$ cat src/rtl/intr_ctrl_axil_slave.sv
// rtl/intr_ctrl_axil_slave.sv - AXI4-Lite interrupt controller slave with sticky status and W1C acknowledge
module intr_ctrl_axil_slave #(
    parameter int          C_S_AXI_DATA_WIDTH  = 32,
    parameter int          C_S_AXI_ADDR_WIDTH  = 5,
    parameter int          C_NUM_OF_INTR       = 1,
    parameter logic [31:0] C_INTR_SENSITIVITY  = 32'hFFFF_FFFF,
    parameter logic [31:0] C_INTR_ACTIVE_STATE = 32'hFFFF_FFFF,
    parameter logic        C_IRQ_ACTIVE_STATE  = 1'b1
) (
    input  logic                            s_axi_intr_aclk,
    input  logic                            s_axi_intr_aresetn,
    input  logic [C_S_AXI_ADDR_WIDTH-1:0]   s_axi_intr_awaddr,
    input  logic [2:0]                      s_axi_intr_awprot,
    input  logic                            s_axi_intr_awvalid,
    output logic                            s_axi_intr_awready,
    input  logic [C_S_AXI_DATA_WIDTH-1:0]   s_axi_intr_wdata,
    input  logic [C_S_AXI_DATA_WIDTH/8-1:0] s_axi_intr_wstrb,
    input  logic                            s_axi_intr_wvalid,
    output logic                            s_axi_intr_wready,
    output logic [1:0]                      s_axi_intr_bresp,
    output logic                            s_axi_intr_bvalid,
    input  logic                            s_axi_intr_bready,
    input  logic [C_S_AXI_ADDR_WIDTH-1:0]   s_axi_intr_araddr,
    input  logic [2:0]                      s_axi_intr_arprot,
    input  logic                            s_axi_intr_arvalid,
    output logic                            s_axi_intr_arready,
    output logic [C_S_AXI_DATA_WIDTH-1:0]   s_axi_intr_rdata,
    output logic [1:0]                      s_axi_intr_rresp,
    output logic                            s_axi_intr_rvalid,
    input  logic                            s_axi_intr_rready,
    input  logic [C_NUM_OF_INTR-1:0]        intr_in,
    output logic                            irq
);

    // Bits at or above the source count are never stored and read back as 0.
    localparam logic [32:0] NMASK_EXT  = (33'd1 << C_NUM_OF_INTR) - 33'd1;
    localparam logic [31:0] VALID_MASK = NMASK_EXT[31:0];

    localparam logic [2:0] SEL_GIE = 3'd0;
    localparam logic [2:0] SEL_IER = 3'd1;
    localparam logic [2:0] SEL_ISR = 3'd2;
    localparam logic [2:0] SEL_IAR = 3'd3;
    localparam logic [2:0] SEL_IPR = 3'd4;

    typedef enum logic {W_IDLE, W_RESP} wr_state_t;
    typedef enum logic {R_IDLE, R_DATA} rd_state_t;

    wr_state_t   wr_state;
    rd_state_t   rd_state;

    logic        gie;
    logic [31:0] ier;
    logic [31:0] isr;
    logic [31:0] act;
    logic [31:0] act_prev;
    logic [31:0] set_bits;
    logic [31:0] ack_clr;
    logic [31:0] strb_mask;
    logic [31:0] wr_bits;
    logic [31:0] rd_mux;
    logic [2:0]  wr_sel;
    logic [2:0]  rd_sel;
    logic        wr_en;
    logic        rd_en;
    logic        unused_ok;

    assign unused_ok = ^{s_axi_intr_awprot, s_axi_intr_arprot,
                         s_axi_intr_awaddr[1:0], s_axi_intr_araddr[1:0]};

    assign s_axi_intr_bresp = 2'b00;
    assign s_axi_intr_rresp = 2'b00;

    // A write or read is taken on the edge where our ready meets the master's valid.
    assign wr_en  = s_axi_intr_awready & s_axi_intr_awvalid & s_axi_intr_wready & s_axi_intr_wvalid;
    assign rd_en  = s_axi_intr_arready & s_axi_intr_arvalid;
    assign wr_sel = s_axi_intr_awaddr[4:2];
    assign rd_sel = s_axi_intr_araddr[4:2];

    // Per-source active detection; sources beyond the configured count are tied inactive.
    for (genvar i = 0; i < 32; i++) begin : g_act
        if (i < C_NUM_OF_INTR) begin : g_src
            assign act[i] = (intr_in[i] == C_INTR_ACTIVE_STATE[i]);
        end else begin : g_none
            assign act[i] = 1'b0;
        end
    end

    // Byte-lane mask built from wstrb.
    for (genvar k = 0; k < 4; k++) begin : g_strb
        assign strb_mask[8*k +: 8] = {8{s_axi_intr_wstrb[k]}};
    end

    assign wr_bits  = s_axi_intr_wdata & strb_mask;
    assign set_bits = (C_INTR_SENSITIVITY & act & ~act_prev) | (~C_INTR_SENSITIVITY & act);
    assign ack_clr  = (wr_en && wr_sel == SEL_IAR) ? (wr_bits & VALID_MASK) : 32'd0;

    // Register read multiplexer; unmapped offsets and IAR read as zero.
    always_comb begin
        rd_mux = 32'd0;
        case (rd_sel)
            SEL_GIE: rd_mux = {31'd0, gie};
            SEL_IER: rd_mux = ier;
            SEL_ISR: rd_mux = isr;
            SEL_IPR: rd_mux = isr & ier;
            default: rd_mux = 32'd0;
        endcase
    end

    // Enable registers, byte-lane gated.
    always_ff @(posedge s_axi_intr_aclk or negedge s_axi_intr_aresetn) begin
        if (!s_axi_intr_aresetn) begin
            gie <= 1'b0;
            ier <= 32'd0;
        end else if (wr_en) begin
            if (wr_sel == SEL_GIE && s_axi_intr_wstrb[0])
                gie <= s_axi_intr_wdata[0];
            if (wr_sel == SEL_IER)
                ier <= ((ier & ~strb_mask) | wr_bits) & VALID_MASK;
        end
    end

    // Sticky status with edge history; a new set beats an acknowledge on the same edge.
    always_ff @(posedge s_axi_intr_aclk or negedge s_axi_intr_aresetn) begin
        if (!s_axi_intr_aresetn) begin
            isr      <= 32'd0;
            act_prev <= 32'd0;
        end else begin
            isr      <= (isr & ~ack_clr) | set_bits;
            act_prev <= act;
        end
    end

    // Registered interrupt request from enabled pending status.
    always_ff @(posedge s_axi_intr_aclk or negedge s_axi_intr_aresetn) begin
        if (!s_axi_intr_aresetn)
            irq <= ~C_IRQ_ACTIVE_STATE;
        else if (gie && |(isr & ier))
            irq <= C_IRQ_ACTIVE_STATE;
        else
            irq <= ~C_IRQ_ACTIVE_STATE;
    end

    // Write channel FSM: one-cycle AW/W ready pulse, then hold the response until accepted.
    always_ff @(posedge s_axi_intr_aclk or negedge s_axi_intr_aresetn) begin
        if (!s_axi_intr_aresetn) begin
            wr_state           <= W_IDLE;
            s_axi_intr_awready <= 1'b0;
            s_axi_intr_wready  <= 1'b0;
            s_axi_intr_bvalid  <= 1'b0;
        end else begin
            case (wr_state)
                W_IDLE: begin
                    if (s_axi_intr_awready) begin
                        s_axi_intr_awready <= 1'b0;
                        s_axi_intr_wready  <= 1'b0;
                        if (wr_en) begin
                            s_axi_intr_bvalid <= 1'b1;
                            wr_state          <= W_RESP;
                        end
                    end else if (s_axi_intr_awvalid && s_axi_intr_wvalid) begin
                        s_axi_intr_awready <= 1'b1;
                        s_axi_intr_wready  <= 1'b1;
                    end
                end
                W_RESP: begin
                    if (s_axi_intr_bready) begin
                        s_axi_intr_bvalid <= 1'b0;
                        wr_state          <= W_IDLE;
                    end
                end
                default: wr_state <= W_IDLE;
            endcase
        end
    end

    // Read channel FSM: one-cycle AR ready pulse, data captured then held until accepted.
    always_ff @(posedge s_axi_intr_aclk or negedge s_axi_intr_aresetn) begin
        if (!s_axi_intr_aresetn) begin
            rd_state           <= R_IDLE;
            s_axi_intr_arready <= 1'b0;
            s_axi_intr_rvalid  <= 1'b0;
            s_axi_intr_rdata   <= '0;
        end else begin
            case (rd_state)
                R_IDLE: begin
                    if (s_axi_intr_arready) begin
                        s_axi_intr_arready <= 1'b0;
                        if (rd_en) begin
                            s_axi_intr_rdata  <= rd_mux;
                            s_axi_intr_rvalid <= 1'b1;
                            rd_state          <= R_DATA;
                        end
                    end else if (s_axi_intr_arvalid) begin
                        s_axi_intr_arready <= 1'b1;
                    end
                end
                R_DATA: begin
                    if (s_axi_intr_rready) begin
                        s_axi_intr_rvalid <= 1'b0;
                        rd_state          <= R_IDLE;
                    end
                end
                default: rd_state <= R_IDLE;
            endcase
        end
    end

endmodule

$ cat config.mk
export PLATFORM = sky130hd
export DESIGN_NAME = intr_ctrl_axil_slave
export DESIGN_NICKNAME = d
export VERILOG_FILES = /design/src/rtl/intr_ctrl_axil_slave.sv
export SDC_FILE = /design/constraint.sdc
export NUM_CORES = 1
export LEC_CHECK = 0
export CORE_MARGIN = 8
export CORE_UTILIZATION = 24
export DETAILED_ROUTE_END_ITERATION = 10
export PLACE_DENSITY = 0.78
export SLEW_MARGIN = 20
export SYNTH_ARGS = -nofsm -noshare
export SYNTH_HDL_FRONTEND = slang
export SYNTH_SLANG_ARGS = --single-unit
$ cat constraint.sdc
create_clock -name s_axi_intr_aclk -period 1.3 [get_ports s_axi_intr_aclk]
set_clock_uncertainty 0.1 [all_clocks]
set_input_delay 0.325 -clock s_axi_intr_aclk [delete_from_list [all_inputs] [get_ports s_axi_intr_aclk]]
set_output_delay 0.325 -clock s_axi_intr_aclk [all_outputs]
set_load 0.005 [all_outputs]
* After elaboration in Yosys (flattened, before gate mapping) *
Index checks and enable logic that the tools add are counted.

cells by class
  div/mod/pow operators = 0
  bitwise operators = 16
  shift operators = 0
  add/sub/neg operators = 0
  eq/ne operators = 11
  muxes and demuxes = 25
  multipliers = 0
  reduce and logical (&&, ||, !) cells = 14
  $lt $le $gt $ge = 0

operator list
  kind                                                             number
  32-bit one-hot mux with 4 select lines                           1
  1-bit inverter with 32-bit output                                2
  1-bit by 32-bit AND with 32-bit output                           1
  32-bit by 1-bit AND with 32-bit output                           1
  32-bit AND                                                       1
  32-bit bitwise OR                                                1
  32-bit OR reduction                                              1
  1-bit 2-to-1 mux                                                 20
  2-bit inequality test, second input constant                     6
  3-bit AND reduction                                              3
  1-bit one-hot mux with 2 select lines                            4
  1-bit AND                                                        6
  3-bit by 1-bit == test with 1-bit output, second input constant  2
  3-bit by 2-bit == test with 1-bit output, second input constant  2
  3-bit logical NOT                                                2
  2-bit AND reduction                                              3
  1-bit logical AND                                                4
  3-bit == test, second input constant                             1
  1-bit inverter                                                   3
  2-bit nonzero test                                               1
  1-bit bitwise OR                                                 1

storage, ports and cells
  flip-flop bits (word level) = 75
  bits in read-only memories = 0
  memories = 0
  bits in latches = 0
  output and inout port bits = 42
  input port bits = 60
  memory bits (writable) = 0

* Logic depth before layout (Yosys ltp) *
  depth in word-level cells = 8
  depth in mapped cells = 3

* Least setup slack after synthesis *
OpenSTA, ideal clock, no wires.

  path type = flip-flop to flip-flop
  start = register s_axi_intr_awready
  end = register (tool-made name)
  data required time = 1072 ps
  buffers on the path = 0
  setup slack = -30 ps
  period minus slack after synthesis = 1330 ps
  stages on the path, launching flop included = 4
  data arrival time = 1103 ps
  cells stage by stage = dfrtp_1 > nand4_2 > nor4_2 > mux2_1

RTL lines
  item                    line  RTL
  start, declared         15    output logic s_axi_intr_awready,
  start signal, assigned  147   s_axi_intr_awready <= 1'b0;
  start signal, assigned  154   s_axi_intr_awready <= 1'b0;
  start signal, assigned  161   s_axi_intr_awready <= 1'b1;

==> flow_summary.toml <==
[clock_tree]
clock_buffers_created_by_tritoncts = 3
ctsRootBufferMaster = "sky130_fd_sc_hd__clkbuf_4"
cts_max_level = 1
cts.path.max_buffers = 2
clock-sinks = 13
cts_tree = "done"
cts.clk_slew.worst_paths_ns = 0.08
clkLatencyLatePin_ns = 0.26
ctsHoldBuffers = 0

[cells_and_area]
drive_above_1_share = 0.1933
final_antenna_diode_count = 0
number_of_filler_instances_in_the_final_layout = 366
layout.area.seq_um2 = 325.3
final_nets = 180
syn_to_final_growth_pct = 28.02
multiInputGateArea_um2 = 390.4
finish.cell_count_without_fillers = 165

[status]
run_status = "finished, violations left"
violated_checks = "negative setup slack"

[logic_synthesis]
ys_flop_type = "sky130_fd_sc_hd__dfrtp_1"
async_set_reset_flop_share_out_of_synthesis = 1.000
synthMuxAreaShare = 0.03875
yosys.area.top_type = "sky130_fd_sc_hd__dfrtp_1"
yosys_register_bits = 13
synth_seq_area_share = 0.3875
syn-mean-instance-area_um2 = 9.762
synthesis.instances = 86
post_synth_fa_ha_maj_area_fraction = 0
post_synth_and_or_nand_nor_area_fraction = 0.1386
synth-edff-count = 0
post_synth_xor_area_fraction = 0
synthesis.yosys.warnings = 0
syn-cell-area_um2 = 839.6
synth.distinct_cells = 23
netlist_top_cells_area = "sky130_fd_sc_hd__dfrtp_1, sky130_fd_sc_hd__buf_4, sky130_fd_sc_hd__nor4_2, sky130_fd_sc_hd__inv_1, sky130_fd_sc_hd__mux2_1"
compound_gate_portion_of_the_synthesized_area = 0.09091
post_synth_top_area_share = 0.3875
dominant_combinational_cell_family_by_area_after_synthesis = "buffers and inverters"

[global_route]
grt_start_max_net_pins = 14
number_of_antenna_violations_at_the_first_check_in_global_routing = 0
grt_overflow = 0
global_route_wire_length_before_repair_um = 2553
grt_pass1_vias = 603
groute.usage.overall = 0.05895

[sta]
maxSlewViolCount = 0
fmax_mhz = 748.0
final_min_period_over_clock_period = 1.028
finalSetupViolCount = 2
setup_repair_after_global_routing_missed_its_margin = "true"
setup_ws_ns = -0.03694
min_period_ns = 1.337
finalHoldViolations = 0
final_worst_hold_slack_ns = 0.2614

[setup_path]
setup.reg_to_reg.worst_slack_ns = -0.04
cp.required_ns = 1.35
critical_path_class = "reg -> reg"
critPathCaptureType = "flip-flop"
cp-start-kind = "flip-flop"
path_max_fanout = 4
r2r-start = "s_axi_intr_awready"
worstPathArrival_ns = 1.39
reg2regPathDepth = 4

[drt]
drc = 0
dr_total_vias = 591
dr_vias_cell = 3.582
drt_wl_total_um = 1723
ant_nets = 0
first_pass_iters = 4
drt_iter0_drc = 33
routed_wire_length_per_instance_um = 10.44

[power]
powerDensity_nw_per_um2 = 1004
ir_drop_v = 0.0002763
leakagePower_nw = 0.5546

[run]
max_cap_viol_count = 0

[floorplanning]
rows = 21
placeableCoreArea_um2 = 3337
i_o_pin_cnt = 102
floorplan.die_area_um2 = 5647
chipWidth_um = 75.15
die_h_um = 75.15
initial_core_util = 0.2516

[placed_design]
post-place-cells = 157
finalWeightedCongestion = 0.6422
dp_hpwl_um = 1475
portBuffers = 22

[worst_hold_path]
worstHoldPathType = "in -> async"
==> worst max-delay path by stage <==
stage / cells after the start / end / start
floorplan: 3 / flip-flop / s_axi_intr_awready
global placement: 4 / gie / s_axi_intr_wvalid
detailed placement: 4 / flip-flop / s_axi_intr_wvalid
CTS: 4 / flip-flop / s_axi_intr_awready
global route: 4 / flip-flop / s_axi_intr_wready
finish: 4 / flip-flop / s_axi_intr_awready
==> cell type report <==
| class | instances | share of cell area |
|---|---|---|
| Multi-Input combinational cell | 66 | 0.3632 |
| Sequential cell | 13 | 0.3027 |
| Timing Repair Buffer | 30 | 0.2352 |
| Tap cell | 46 | 0.05355 |
| Clock buffer | 4 | 0.02445 |
| Inverter | 6 | 0.02095 |
==> logic make-up after synthesis <==
logic type	count (synthesis)
buffers and inverters	41
AND/OR/NAND/NOR	16
flip-flops	13
AO/OA/AOI/OAI	12
multiplexers	3
other	1
==> worst max-delay path: stages (launching register included) <==
cell                      delay [ns]
sky130_fd_sc_hd__dfrtp_1        0.36
sky130_fd_sc_hd__buf_6          0.11
sky130_fd_sc_hd__nand4_4        0.13
sky130_fd_sc_hd__nor4_2         0.18
sky130_fd_sc_hd__mux2_1         0.34
==> layout by cell type, fill, tap and decap left out, types with 2 or more instances in the layout <==
cell type,netlist,routed
sky130_fd_sc_hd__clkbuf_2,0,5
sky130_fd_sc_hd__nand3b_1,2,2
sky130_fd_sc_hd__clkdlybuf4s50_1,0,8
sky130_fd_sc_hd__dfrtp_1,13,13
sky130_fd_sc_hd__buf_6,0,2
sky130_fd_sc_hd__o21ai_0,3,3
sky130_fd_sc_hd__dlygate4sd2_1,0,6
sky130_fd_sc_hd__nand2b_1,3,2
sky130_fd_sc_hd__mux2_1,2,2
sky130_fd_sc_hd__nand2_1,4,3
sky130_fd_sc_hd__a21oi_1,2,2
sky130_fd_sc_hd__inv_1,6,6
sky130_fd_sc_hd__conb_1,1,35
sky130_fd_sc_hd__o21ai_1,2,2
sky130_fd_sc_hd__buf_4,35,6
sky130_fd_sc_hd__clkbuf_4,0,3
==> timing repair <==
action	4_1_cts	5_1_grt
setup endpoints to repair	10	10
pin swaps	3	1
resized for setup	26	8
buffers inserted	4	0
==> where the power goes <==
part	switching, mW	total (mW)	internal (mW)	leakage, nW
sequential	0.0454	0.519	0.473	0.160
clock	0.121	0.239	0.118	0.0150
combinational	0.151	0.322	0.171	0.379
total	0.317	1.08	0.763	0.555
==> Yosys cell counts (2+ instances only) <==
library cell / instances
sky130_fd_sc_hd__nor4_2: 2
sky130_fd_sc_hd__o21ai_1: 2
sky130_fd_sc_hd__inv_1: 6
sky130_fd_sc_hd__nand2b_1: 3
sky130_fd_sc_hd__mux2_1: 2
sky130_fd_sc_hd__o21ai_0: 3
sky130_fd_sc_hd__dfrtp_1: 13
sky130_fd_sc_hd__nand3b_1: 2
sky130_fd_sc_hd__a21oi_1: 2
sky130_fd_sc_hd__buf_4: 35
sky130_fd_sc_hd__nand2_1: 4
==> stage by stage <==
step                      setup TNS (ns)  setup slack [ns]  total power, mW  utilization  area [um^2]
after floorplan                 -0.04335          -0.02168           0.7251            -        975.9
after global placement            -2.145           -0.4887           0.8568       0.3060         1021
after detailed placement          -2.206           -0.5105           0.8679       0.3060         1021
after CTS                       -0.06835          -0.03534            1.109       0.3258         1087
after global routing             -0.2488          -0.08068            1.170       0.3221         1075
final                           -0.05069          -0.03694            1.079       0.3221         1075
==> state kept, by name, summed over array words and instances, names as in the netlist, named ones only <==
signal,flops
gie,1
s_axi_intr_bvalid,1
s_axi_intr_rdata,1
s_axi_intr_arready,1
s_axi_intr_awready,1
act_prev,1
s_axi_intr_wready,1
rd_state,1
wr_state,1
isr,1
irq,1
s_axi_intr_rvalid,1
==> per-layer routing <==
| layer | wire length [um] | share of wire | track usage | vias up |
|---|---|---|---|---|
| met1 | 644 | 0.37 | 0.06375 | 273 |
| met2 | 821 | 0.48 | 0.09309 | 33 |
| met3 | 222 | 0.13 | 0.01598 | 2 |
| met4 | 34 | 0.020 | 0.05117 | 0 |
| li1 | - | - | - | 283 |
| met5 | 0 | 0 | 0 | - |
Power figures use the tool's default switching activity.
